[src/rtl/rsa_word_loader.sv]
// Word-serial loader that assembles {msg, key, modulus} into one RSAModIn frame.
// Optional feature: RSA_LOADER_MOD_ODD_CHECK_EN rejects frames whose modulus is even.
package RSA_pkg;
    localparam int MOD_WIDTH = 256;

    typedef struct packed {
        logic [MOD_WIDTH-1:0] msg;
        logic [MOD_WIDTH-1:0] key;
        logic [MOD_WIDTH-1:0] modulus;
    } RSAModIn;
endpackage

module rsa_word_loader
    import RSA_pkg::*;
#(
    parameter int WORD_WIDTH = 32
) (
    input  logic               clk,
    input  logic               rst,
    rsa_word_loader_if.slave   io_bus
);
    localparam int NW    = MOD_WIDTH / WORD_WIDTH;
    localparam int NT    = 3 * NW;
    localparam int CNT_W = $clog2(NT);

    if (MOD_WIDTH % WORD_WIDTH != 0) begin : g_badWidth
        $error("rsa_word_loader: MOD_WIDTH must be a multiple of WORD_WIDTH");
    end

    typedef enum logic {COLLECT, FULL} state_t;

    state_t                r_state;
    state_t                w_nextState;
    logic [CNT_W-1:0]      r_cnt;
    logic [WORD_WIDTH-1:0] r_buf [NT];
    logic                  w_accept;
    logic                  w_last;
    logic                  w_reject;
    logic                  w_ready;
    logic                  w_valid;
    RSAModIn               w_frame;

    assign w_accept = (r_state == COLLECT) && io_bus.i_valid;
    assign w_last   = (r_cnt == CNT_W'(NT - 1));

`ifdef RSA_LOADER_MOD_ODD_CHECK_EN
    logic w_modLsb;
    logic r_err;

    // With a single word per field the modulus LSW is the last word itself.
    assign w_modLsb = (r_cnt == CNT_W'(2 * NW)) ? io_bus.i_word[0] : r_buf[2*NW][0];
    assign w_reject = w_last && !w_modLsb;

    always_ff @(posedge clk or negedge rst) begin
        if (!rst) begin
            r_err <= 1'b0;
        end else begin
            r_err <= w_accept && w_reject;
        end
    end

    assign io_bus.o_err = r_err;
`else
    assign w_reject     = 1'b0;
    assign io_bus.o_err = 1'b0;
`endif

    always_ff @(posedge clk or negedge rst) begin
        if (!rst) begin
            r_state <= COLLECT;
        end else begin
            r_state <= w_nextState;
        end
    end

    always_comb begin
        w_nextState = r_state;
        w_ready     = 1'b0;
        w_valid     = 1'b0;
        case (r_state)
            COLLECT: begin
                w_ready = 1'b1;
                if (w_accept && w_last && !w_reject) begin
                    w_nextState = FULL;
                end
            end
            FULL: begin
                w_valid = 1'b1;
                if (io_bus.o_ready) begin
                    w_nextState = COLLECT;
                end
            end
            default: w_nextState = COLLECT;
        endcase
    end

    always_ff @(posedge clk or negedge rst) begin
        if (!rst) begin
            r_cnt <= '0;
            for (int s = 0; s < NT; s++) begin
                r_buf[s] <= '0;
            end
        end else if (w_accept) begin
            r_buf[r_cnt] <= io_bus.i_word;
            r_cnt        <= w_last ? '0 : r_cnt + 1'b1;
        end
    end

    // Slot order is msg, key, modulus; each field is filled least-significant word first.
    for (genvar k = 0; k < NW; k++) begin : g_pack
        assign w_frame.msg[k*WORD_WIDTH +: WORD_WIDTH]     = r_buf[k];
        assign w_frame.key[k*WORD_WIDTH +: WORD_WIDTH]     = r_buf[NW + k];
        assign w_frame.modulus[k*WORD_WIDTH +: WORD_WIDTH] = r_buf[2*NW + k];
    end

    assign io_bus.i_ready = w_ready;
    assign io_bus.o_valid = w_valid;
    assign io_bus.o_out   = w_frame;
endmodule

[src/rtl/rsa_word_loader_if.sv]
// Handshake bundle between a word-serial host and rsa_word_loader.
// The master drives words in and takes frames out; the slave is the loader.
interface rsa_word_loader_if #(
    parameter int WORD_WIDTH  = 32,
    parameter int FRAME_WIDTH = 768
);
    logic                   i_valid;
    logic                   i_ready;
    logic [WORD_WIDTH-1:0]  i_word;
    logic                   o_valid;
    logic                   o_ready;
    logic [FRAME_WIDTH-1:0] o_out;
    logic                   o_err;

    modport master (
        output i_valid, i_word, o_ready,
        input  i_ready, o_valid, o_out, o_err
    );

    modport slave (
        input  i_valid, i_word, o_ready,
        output i_ready, o_valid, o_out, o_err
    );
endinterface

[src/flat_wrapper.sv]
// flat-port wrapper written by rule: the top's interface ports become plain ports
module rsa_word_loader_flat import RSA_pkg::*;
#(
    parameter int WORD_WIDTH = 32
)
  (clk, rst, io_bus_i_valid, io_bus_i_word, io_bus_o_ready, io_bus_i_ready, io_bus_o_valid, io_bus_o_out, io_bus_o_err);
  rsa_word_loader_if #(.WORD_WIDTH(WORD_WIDTH), .FRAME_WIDTH(($bits(RSAModIn)))) io_bus_i ();
  input  logic clk;
  input  logic rst;
  input wire logic [$bits(io_bus_i.i_valid)-1:0] io_bus_i_valid;
  input wire logic [$bits(io_bus_i.i_word)-1:0] io_bus_i_word;
  input wire logic [$bits(io_bus_i.o_ready)-1:0] io_bus_o_ready;
  output wire logic [$bits(io_bus_i.i_ready)-1:0] io_bus_i_ready;
  output wire logic [$bits(io_bus_i.o_valid)-1:0] io_bus_o_valid;
  output wire logic [$bits(io_bus_i.o_out)-1:0] io_bus_o_out;
  output wire logic [$bits(io_bus_i.o_err)-1:0] io_bus_o_err;
  assign io_bus_i.i_valid = io_bus_i_valid;
  assign io_bus_i.i_word = io_bus_i_word;
  assign io_bus_i.o_ready = io_bus_o_ready;
  assign io_bus_i_ready = io_bus_i.i_ready;
  assign io_bus_o_valid = io_bus_i.o_valid;
  assign io_bus_o_out = io_bus_i.o_out;
  assign io_bus_o_err = io_bus_i.o_err;
  rsa_word_loader #(.WORD_WIDTH(WORD_WIDTH)) u_core (.clk(clk), .rst(rst), .io_bus(io_bus_i));
endmodule
[config.mk]
export PLATFORM = sky130hd
export DESIGN_NAME = rsa_word_loader_flat
export DESIGN_NICKNAME = d
export VERILOG_FILES = /design/src/rtl/rsa_word_loader.sv /design/src/rtl/rsa_word_loader_if.sv /design/src/flat_wrapper.sv
export SDC_FILE = /design/constraint.sdc
export NUM_CORES = 1
export LEC_CHECK = 0
export BUFFER_PORTS_ARGS = -buffer_cell sky130_fd_sc_hd__buf_2
export CORE_AREA = 2 2 312 314
export CTS_CLUSTER_DIAMETER = 30
export DETAILED_ROUTE_END_ITERATION = 6
export DIE_AREA = 0 0 314 316
export HOLD_SLACK_MARGIN = 0.12
export PLACE_DENSITY = 0.49
export SYNTH_ARGS = -nofsm -noshare
export SYNTH_HDL_FRONTEND = slang
export SYNTH_SLANG_ARGS = --single-unit
export TNS_END_PERCENT = 10
[constraint.sdc]
create_clock -name clk -period 3.8 [get_ports clk]
set_input_delay 0.38 -clock clk [delete_from_list [all_inputs] [get_ports clk]]
set_output_delay 0.38 -clock clk [all_outputs]
set_load 0.05 [all_outputs]
# ---- Word-level counts from Yosys, hierarchy flattened
# Cells that the tools add are included.
dict set report word_totals {
  register_bits 774
  output_inout_bits 771
}
dict set report classes {
  n_lt_le_gt_ge 2
  muxes 9
  addsub 1
  bitwise_logic 2
  n_reduce_logical 3
  eq_ne 1
}
# operator n
set ops {}
lappend ops {{768-bit bitwise mux} 1}
lappend ops {{32-bit demux with 5-bit select} 1}
lappend ops {{32-bit two-way mux} 1}
lappend ops {{6-bit >= comparator, second input constant} 1}
lappend ops {{6-bit by 1-bit < comparator with 1-bit output, second input constant} 1}
lappend ops {{5-bit NOT with 6-bit output} 1}
lappend ops {{5-bit by 1-bit adder with 5-bit output, second input constant} 1}
lappend ops {{5-bit equality test, second input constant} 1}
lappend ops {{5-bit two-way mux} 1}
lappend ops {{1-bit two-way mux} 4}
lappend ops {{1-bit logical AND} 3}
lappend ops {{1-bit case mux with 2 select lines} 1}
lappend ops {{1-bit NOT} 1}

# ---- Logic depth before layout (Yosys ltp)
# Gate-level depths: netlist of run 1.
dict set report logic_depth {
  depth_word 6
  mapped_depth 7
  mapped_depth_nobuf 5
}

# ---- Least setup slack after synthesis of run 1
# Ideal clock, no wire load.
dict set report synth_path {
  kind {register to register}
  from {register u_core.r_state}
  to {register u_core.r_buf, in the netlist u_core.io_bus.o_out[100]}
  path_stages_with_launch 6
  setup_slack_ns 1.693
  period_less_slack_ns 2.107
  setup_time_ns 0.125
  n_path_buf 2
  required_ns 3.675
  arrival_time_ns 1.982
  path_cell_list {dfrtp_1 buf_2 or4b_4 nor2_8 buf_12 mux2_4}
}
dict set report synth_between {
  elab_chain_cells 2
}
# item line
set synth_rtl {}
lappend synth_rtl {{start, declared} rsa_word_loader.sv:32} ;# state_t r_state;
lappend synth_rtl {{start signal, assigned} rsa_word_loader.sv:72} ;# r_state <= w_nextState;
lappend synth_rtl {{1-bit NOT} -}
lappend synth_rtl {{1-bit logical AND} rsa_word_loader.sv:43} ;# assign w_accept = (r_state == COLLECT) && io_bus.i_valid;
lappend synth_rtl {{end signal, assigned by index} rsa_word_loader.sv:104} ;# r_buf[r_cnt] <= io_bus.i_word;
lappend synth_rtl {{end, declared} rsa_word_loader.sv:35} ;# logic [WORD_WIDTH-1:0] r_buf [NT];
# Every way passes these cells.
# A chain may end at the register's enable or synchronous reset.

# ---- Final worst setup path of run 1
dict set report layout_path {
  from {register u_core.r_cnt[3]}
  to {register u_core.r_buf, in the netlist u_core.io_bus.o_out[439]}
}
dict set report layout_between {
  elab_chain_cells 6
  elab_cells_between_ends 7
  cone_classes {order compare: 2; mux: 3; bitwise: 1; reduce/logical: 1}
}
# item line
set layout_rtl {}
lappend layout_rtl {{start, declared} rsa_word_loader.sv:34} ;# logic [CNT_W-1:0] r_cnt;
lappend layout_rtl {{start signal, assigned} rsa_word_loader.sv:105} ;# r_cnt <= w_last ? '0 : r_cnt + 1'b1;
lappend layout_rtl {{5-bit NOT with 6-bit output (not written as such) *} rsa_word_loader.sv:104}
lappend layout_rtl {{6-bit >= comparator (not written as such) / 6-bit by 1-bit < comparator with 1-bit output (equally long branches)} rsa_word_loader.sv:104}
lappend layout_rtl {{1-bit logical AND (not written as such)} rsa_word_loader.sv:104}
lappend layout_rtl {{32-bit two-way mux (not written as such)} rsa_word_loader.sv:104}
lappend layout_rtl {{32-bit demux with 5-bit select *} rsa_word_loader.sv:104}
lappend layout_rtl {{768-bit bitwise mux *} rsa_word_loader.sv:104}
# Every way passes the cells marked *; elsewhere a longest branch is shown, timed or not.

==> qor_table.md, run 1 <==
| Parameter | Value |
|---|---|
| Result of the run | complete, no violations |
| Footprint of the multi-input gates | 0.009427 mm2 |
| CTS tree | built |
| Wire length of the first global-routing pass | 147500 um |
| Crit path max-delay cell type | sky130_fd_sc_hd__dfrtp_1 |
| Max stage delay on crit path | 0.78 ns |
| Fraction of final layout cells with drive strength greater than 1 | 68.95% |
| Layout Skew | 0.02096 ns |
| Pre-antenna DRT Iters | 4 |
| Htree depth | 4 |
| Final GP Congestion | 0.7682 |
| Setup repair after global routing missed its margin | false |
| Post-DR wirelength/cell | 25.48 um |
| Post-Syn Area per Cell | 16.81 um2 |
| Max transition margin | 22.52% |
| Count of buffers inserted at the top-level ports | 805 |
| Worst Path Required | 4.44 ns |
| 1st-iter DRT viols | 778 |
| Post-Syn Instances | 1757 |
| Transition time at the pin with the least slew margin | 1.162 ns |
| Yosys cell types | 37 |
| Number of hold violations in the final report | 0 |
| Clock buffer depth | 3 |
| Sequential fraction of the synthesis area | 65.56% |
| Maximum net fanout on the critical path | 23 |
| Final net count | 2687 |
| Synth top area cells | sky130_fd_sc_hd__dfrtp_1 66%, sky130_fd_sc_hd__mux2_2 26%, sky130_fd_sc_hd__mux2_4 3.0% |
| Slew Viols, Final | 0 |
| Clock-pin slew of the registers on the worst-case setup and hold paths | 0.05 ns |
| Buffer type at the clock tree root | sky130_fd_sc_hd__clkbuf_16 |
| Period utilization | 69.08% |
| Highest Clock Rate | 380.9 MHz |
| Final std cells w/o fill | 4079 |
| Residual DRC | 0 |
| Warnings, synthesis | 0 |
| GRT Residual Overflow | 0 |
| Net count after synthesis | 1798 |
| Startpoint kind of the worst setup timing path | register |
| Dpl hpwl | 70570 um |
| Vias in the first global route | 20340 |
| Count of max-cap constraint violations | 0 |
| Global Route Usage Sum | 20.59% |
| Setup TNS | 0 ns |
| Crit Path Category | register to register |
| Average via count per standard cell | 4.603 |
| Endpoint kind of the worst setup timing path | register |
| Horizontal die dimension | 314 um |
| Core Box Area | 0.09599 mm2 |
| Insertion delay of the later-clocked pin in the worst-skew pair | 0.75 ns |
| Post-Layout Inst Area | 0.04135 mm2 |
| Crit path DAT | 3.26 ns |
| Y dimension of the die | 316 um |
| WL final | 103900 um |
| Combined buffer and inverter count along the critical path | 1 |
| Hold/Removal Path Class | input port to async pin |
| I/O pin cnt | 807 |
| Placed cell count | 3734 |
| Sequential standard cell area | 0.01937 mm2 |
| Via count | 18770 |
| Num CTS Buffers | 183 |
| Post-Place Setup Slack | 1.106 ns |
| Least setup slack across all paths after layout | 1.175 ns |
| Leading cell type in the layout, fill and taps excluded | sky130_fd_sc_hd__buf_2 |
| Delay-heaviest family, CP | simple AND/OR/NAND/NOR gates |
| Period minus WS final | 2.625 ns |
| Number of antenna violations at the first check in global routing | 6 |
| Area of the mapped netlist | 0.02954 mm2 |
| Largest net degree at the start of global routing | 104 |
| Leading cell types in the layout, fill and taps excluded | 804 x sky130_fd_sc_hd__buf_2, 774 x sky130_fd_sc_hd__dfrtp_1, 684 x sky130_fd_sc_hd__mux2_2, 186 x sky130_fd_sc_hd__clkbuf_16, 60 x sky130_fd_sc_hd__mux2_4 |
| Flip-flop and latch count after synthesis | 774 |
| Starting Density | 30.78% |
| Setup-violating endpoint count in the final report | 0 |
| Worst-path cell chain | and2b_1 > and3_2 > buf_4 > mux2_2 |
| Library cell occupying the most area in the post-synthesis netlist | sky130_fd_sc_hd__dfrtp_1 |
| Remaining number of nets flagged by the antenna check after routing | 0 |
| Area Overhead vs Synth | 39.98% |
| Filler Cells Inserted | 8771 |
| Total number of placement rows | 114 |
| Total number of clock tree sinks | 774 |
| Portion of synthesized cell area occupied by the leading cell type | 65.56% |
| Die area | 0.09922 mm2 |
| Placement Cell Area | 0.03492 mm2 |
logic make-up after synthesis:
family,Yosys count,synth area share [%]
mux,769,30.07
compound gates,5,0.1016
other cells,1,0.01269
fa+ha+maj,5,0.2118
simple gates,49,1.220
xor+xnor,2,0.05930
flops,774,65.56
buf+inv,152,2.761
path summary, 6_finish.rpt:
path	cells past startpoint	start	slack, ns	endpoint
setup / recovery	4	u_core.r_cnt[3]	1.17	u_core.io_bus.o_out[439]
hold / removal	2	rst	0.26	u_core.io_bus.o_out[184]
setup reg to reg	4	u_core.r_cnt[3]	1.17	u_core.io_bus.o_out[439]
hold reg to reg	1	u_core.io_bus.o_out[166]	0.48	u_core.io_bus.o_out[166]
max in group asynchronous	4	rst	2.31	u_core.io_bus.o_out[310]
min in group clk	2	io_bus_i_word[19]	0.26	u_core.io_bus.o_out[275]
layer usage:
layer  up-vias  global-route usage (%)  routed length (um)
li1       7981                       -                   -
met1      9843                   23.51               39070
met2       744                   34.46               51530
met3       202                   7.825                9480
met4         4                   8.950                3831
met5         -                       0                  25
Yosys cell counts:
library cell,n
sky130_fd_sc_hd__dfrtp_1,774
sky130_fd_sc_hd__mux2_2,684
sky130_fd_sc_hd__clkbuf_1,66
sky130_fd_sc_hd__mux2_4,60
sky130_fd_sc_hd__buf_2,58
sky130_fd_sc_hd__mux2_1,25
sky130_fd_sc_hd__buf_4,18
sky130_fd_sc_hd__nand2_1,14
sky130_fd_sc_hd__buf_12,6
sky130_fd_sc_hd__ha_1,5
sky130_fd_sc_hd__nand3_1,5
sky130_fd_sc_hd__nor2b_1,5
sky130_fd_sc_hd__and3_1,4
sky130_fd_sc_hd__nor2_1,4
sky130_fd_sc_hd__and4bb_2,3
sky130_fd_sc_hd__inv_1,3
sky130_fd_sc_hd__nor2_8,2
sky130_fd_sc_hd__o21ai_0,2
sky130_fd_sc_hd__a21oi_1,1
sky130_fd_sc_hd__and2b_1,1
sky130_fd_sc_hd__and3b_1,1
sky130_fd_sc_hd__buf_6,1
sky130_fd_sc_hd__conb_1,1
sky130_fd_sc_hd__nand2b_1,1
sky130_fd_sc_hd__nand3b_1,1
sky130_fd_sc_hd__nand3b_4,1
sky130_fd_sc_hd__nand4b_1,1
sky130_fd_sc_hd__nor3_2,1
sky130_fd_sc_hd__nor3_4,1
sky130_fd_sc_hd__nor3b_1,1
sky130_fd_sc_hd__nor3b_2,1
sky130_fd_sc_hd__nor4b_2,1
sky130_fd_sc_hd__o211ai_1,1
sky130_fd_sc_hd__o21bai_1,1
sky130_fd_sc_hd__or4b_4,1
sky130_fd_sc_hd__xnor2_1,1
sky130_fd_sc_hd__xor2_1,1
per-stage QoR:
step | utilization, % | hold WS, ns
5_1_grt | 43.08 | 0.2475
4_1_cts | 43.08 | 0.1969
3_3_place_gp | 36.37 | 0.4634
2_1_floorplan | - | 0.08441
6_report | 43.08 | 0.2553
3_5_place_dp | 36.37 | 0.4695
area by class of cell:
cell class / count / share of cell area [%]
flip-flops and latches: 774 / 46.84
multi-input cells: 831 / 22.80
clock buffers: 248 / 12.52
repair buffers: 853 / 10.99
well taps: 1276 / 3.861
clock inverters: 93 / 2.965
inverters: 3 / 0.02723
diodes: 1 / 0.006051
registers in the layout (all words and copies together), names as in the netlist:
signal               cells
u_core.io_bus.o_out    768
u_core.r_cnt             5
u_core.r_state           1
worst reg2reg max path, delay by kind of cell, from the launching register on:
family	cells	cell delay [ns]
buffers and inverters	1	0.34
AND/OR/NAND/NOR	2	1.04
multiplexers	1	0.37
flip-flops	1	0.78
timing repair:
item / 4_1_cts / 5_1_grt
setup buffers: 0 / 0
resized for setup: 0 / 0
hold buffers: 3 / 0
endpoints found under the hold margin: 74 / 0
endpoints found under the setup margin: 0 / 0
Power of run 1 is left out: the tool's default activity adds up to more than one toggle a clock period on the data nets, which glitch-free logic cannot reach.
==> inputs of run 2 (changes only) <==
Settings changed: PLACE_DENSITY 0.49 to 0.51.
Clock period 3.8 ns to 2.1 ns, I/O delays scaled along.
==> qor_table.md, run 2 (synthesized netlist as in run 1, its figures left out) <==
| Parameter | Value |
|---|---|
| Start point of the critical path | u_core.r_cnt[0] |
| Leading cell type in the layout, fill and taps excluded | sky130_fd_sc_hd__buf_2 |
| Period minus WS final | 2.003 ns |
| Largest net degree at the start of global routing | 100 |
| Insertion delay of the later-clocked pin in the worst-skew pair | 0.74 ns |
| Remaining number of nets flagged by the antenna check after routing | 0 |
| Filler Cells Inserted | 8796 |
| Final net count | 2727 |
| GRT Residual Overflow | 0 |
| Depth of the worst register-to-register path | 6 |
| Combined buffer and inverter count along the critical path | 2 |
| Slew Viols, Final | 0 |
| Delay-heaviest family, CP | simple AND/OR/NAND/NOR gates |
| Layout Skew | 0.02777 ns |
| 1st-iter DRT viols | 864 |
| Via count | 18950 |
| Num CTS Buffers | 174 |
| Transition time at the pin with the least slew margin | 0.7783 ns |
| Count of buffers inserted at the top-level ports | 805 |
| Hold/Removal Path Class | input port to register |
| Final GP Congestion | 0.7883 |
| Startpoint kind of the worst setup timing path | register |
| Highest Clock Rate | 499.4 MHz |
| Residual DRC | 0 |
| Worst-path cell chain | inv_1 > ha_1 > nand4b_1 > nor3b_4 > buf_12 > mux2_2 |
| Vias in the first global route | 20660 |
| Count of max-cap constraint violations | 0 |
| Global Route Usage Sum | 20.50% |
| Max transition margin | 48.11% |
| Leading cell types in the layout, fill and taps excluded | 804 x sky130_fd_sc_hd__buf_2, 773 x sky130_fd_sc_hd__dfrtp_1, 684 x sky130_fd_sc_hd__mux2_2, 180 x sky130_fd_sc_hd__clkbuf_16, 60 x sky130_fd_sc_hd__mux2_4 |
| Buffer type at the clock tree root | sky130_fd_sc_hd__clkbuf_16 |
| Startpoint of the most critical register-to-register path | u_core.r_cnt[0] |
| Average via count per standard cell | 4.615 |
| Post-CTS Setup Inserts | 0 |
| Maximum net fanout on the critical path | 23 |
| Capturing point of the worst reg2reg path | u_core.io_bus.o_out[218] |
| Worst reg-to-reg setup slack | 0.1 ns |
| Horizontal die dimension | 314 um |
| Final Util | 43.54% |
| Max reg flops | 768 |
| Logic depth of the worst path, buffers included | 6 |
| Wire length of the first global-routing pass | 147400 um |
| CTS tree | built |
| Period utilization | 95.36% |
| Htree depth | 4 |
| Endpoint kind of the worst setup timing path | register |
| Setup-violating endpoint count in the final report | 0 |
| Fraction of final layout cells with drive strength greater than 1 | 69.06% |
| Crit Path Category | register to register |
| Critical Path End | u_core.io_bus.o_out[218] |
| WL final | 103400 um |
| Clock buffer depth | 3 |
| Worst Path Required | 2.70 ns |
| Number of hold violations in the final report | 0 |
| Setup repair after global routing missed its margin | false |
| Y dimension of the die | 316 um |
| Crit path DAT | 2.60 ns |
| Max stage delay on crit path | 0.40 ns |
| Pre-antenna DRT Iters | 4 |
| Post-DR wirelength/cell | 25.19 um |
| Result of the run | complete, no violations |
| Crit path max-delay cell type | sky130_fd_sc_hd__dfrtp_1 |
| I/O pin cnt | 807 |
| Clock-pin slew of the registers on the worst-case setup and hold paths | 0.05 ns |
| Die area | 0.09922 mm2 |
| Dpl hpwl | 69280 um |
| Area Overhead vs Synth | 41.48% |
| Total number of clock tree sinks | 774 |
| Number of antenna violations at the first check in global routing | 8 |
| Starting Density | 30.78% |
| Core Box Area | 0.09599 mm2 |
| Total number of placement rows | 114 |
| Setup TNS | 0 ns |
run 2: cell count changes in the layout (fill, tap and decap cells not counted), moves of 3 or more:
cell	before	now
sky130_fd_sc_hd__clkinv_2	41	32
sky130_fd_sc_hd__clkinv_16	5	1
sky130_fd_sc_hd__clkbuf_8	29	34
sky130_fd_sc_hd__bufinv_16	22	18
sky130_fd_sc_hd__buf_4	34	39
sky130_fd_sc_hd__inv_6	6	9
sky130_fd_sc_hd__buf_12	11	41
sky130_fd_sc_hd__clkbuf_1	33	25
sky130_fd_sc_hd__clkinvlp_4	16	11
sky130_fd_sc_hd__clkbuf_16	186	180
sky130_fd_sc_hd__dlygate4sd3_1	3	17
run 2: through the flow:
step	instance area [um2]	worst slack, ns	hold slack [ns]	std cells
finish	41800	0.09745	0.1876	4105
global route	41800	0.01402	0.1440	4104
CTS	41800	0.01895	0.1207	4104
detailed placement	35540	0.1237	0.2227	3768
global placement	35540	0.1323	0.2220	3768
floorplan	29540	0.08981	-0.08559	1757
run 2: cell type report:
| class | count | area, um2 | share of cell area [%] |
|---|---|---|---|
| Sequential cell | 774 | 19370 | 46.34 |
| Antenna cell | 1 | 2.502 | 0.005987 |
| Inverter | 3 | 11.26 | 0.02694 |
| Tap cell | 1276 | 1597 | 3.820 |
| Timing Repair Buffer | 902 | 5323 | 12.73 |
| Multi-Input combinational cell | 831 | 9427 | 22.55 |
| Clock buffer | 239 | 5066 | 12.12 |
| Clock inverter | 79 | 1003 | 2.401 |
run 2: how the worst min path moves through the flow:
stage	slack, ns	start	cells past startpoint	to
after CTS	0.12	io_bus_i_word[15]	2	u_core.io_bus.o_out[111]
after floorplan	-0.09	rst	0	u_core.io_bus.o_out[0]
final	0.19	io_bus_i_word[24]	2	u_core.io_bus.o_out[632]
after global placement	0.22	rst	1	u_core.io_bus.o_out[761]
after global routing	0.14	io_bus_i_word[16]	2	u_core.io_bus.o_out[112]
after detailed placement	0.22	rst	1	u_core.io_bus.o_out[94]
run 2: layer usage:
metal | wire (um) | up-vias | part of all wire [%] | track usage (%)
met1 | 40940 | 9951 | 40 | 24.00
met5 | 11 | - | 0.011 | 0
met4 | 3810 | 2 | 3.7 | 9.243
met3 | 7687 | 193 | 7.4 | 6.789
met2 | 50970 | 721 | 49 | 34.22
li1 | - | 8078 | - | -
run 2: what timing repair did:
item                                    4_1_cts  5_1_grt
hold buffers                                 18        0
resized for setup                             0        0
endpoints found under the setup margin        0        0
endpoints found under the hold margin       797        0
run 2: worst register-to-register path, delay by kind of cell, from the launching register on:
| kind | cells | cell delay [ns] |
|---|---|---|
| AND/OR/NAND/NOR | 2 | 0.55 |
| multiplexers | 1 | 0.42 |
| flip-flops | 1 | 0.40 |
| adder cells (fa/ha/maj) | 1 | 0.18 |
| buffers and inverters | 2 | 0.32 |
Power of run 2 is left out for the same reason.
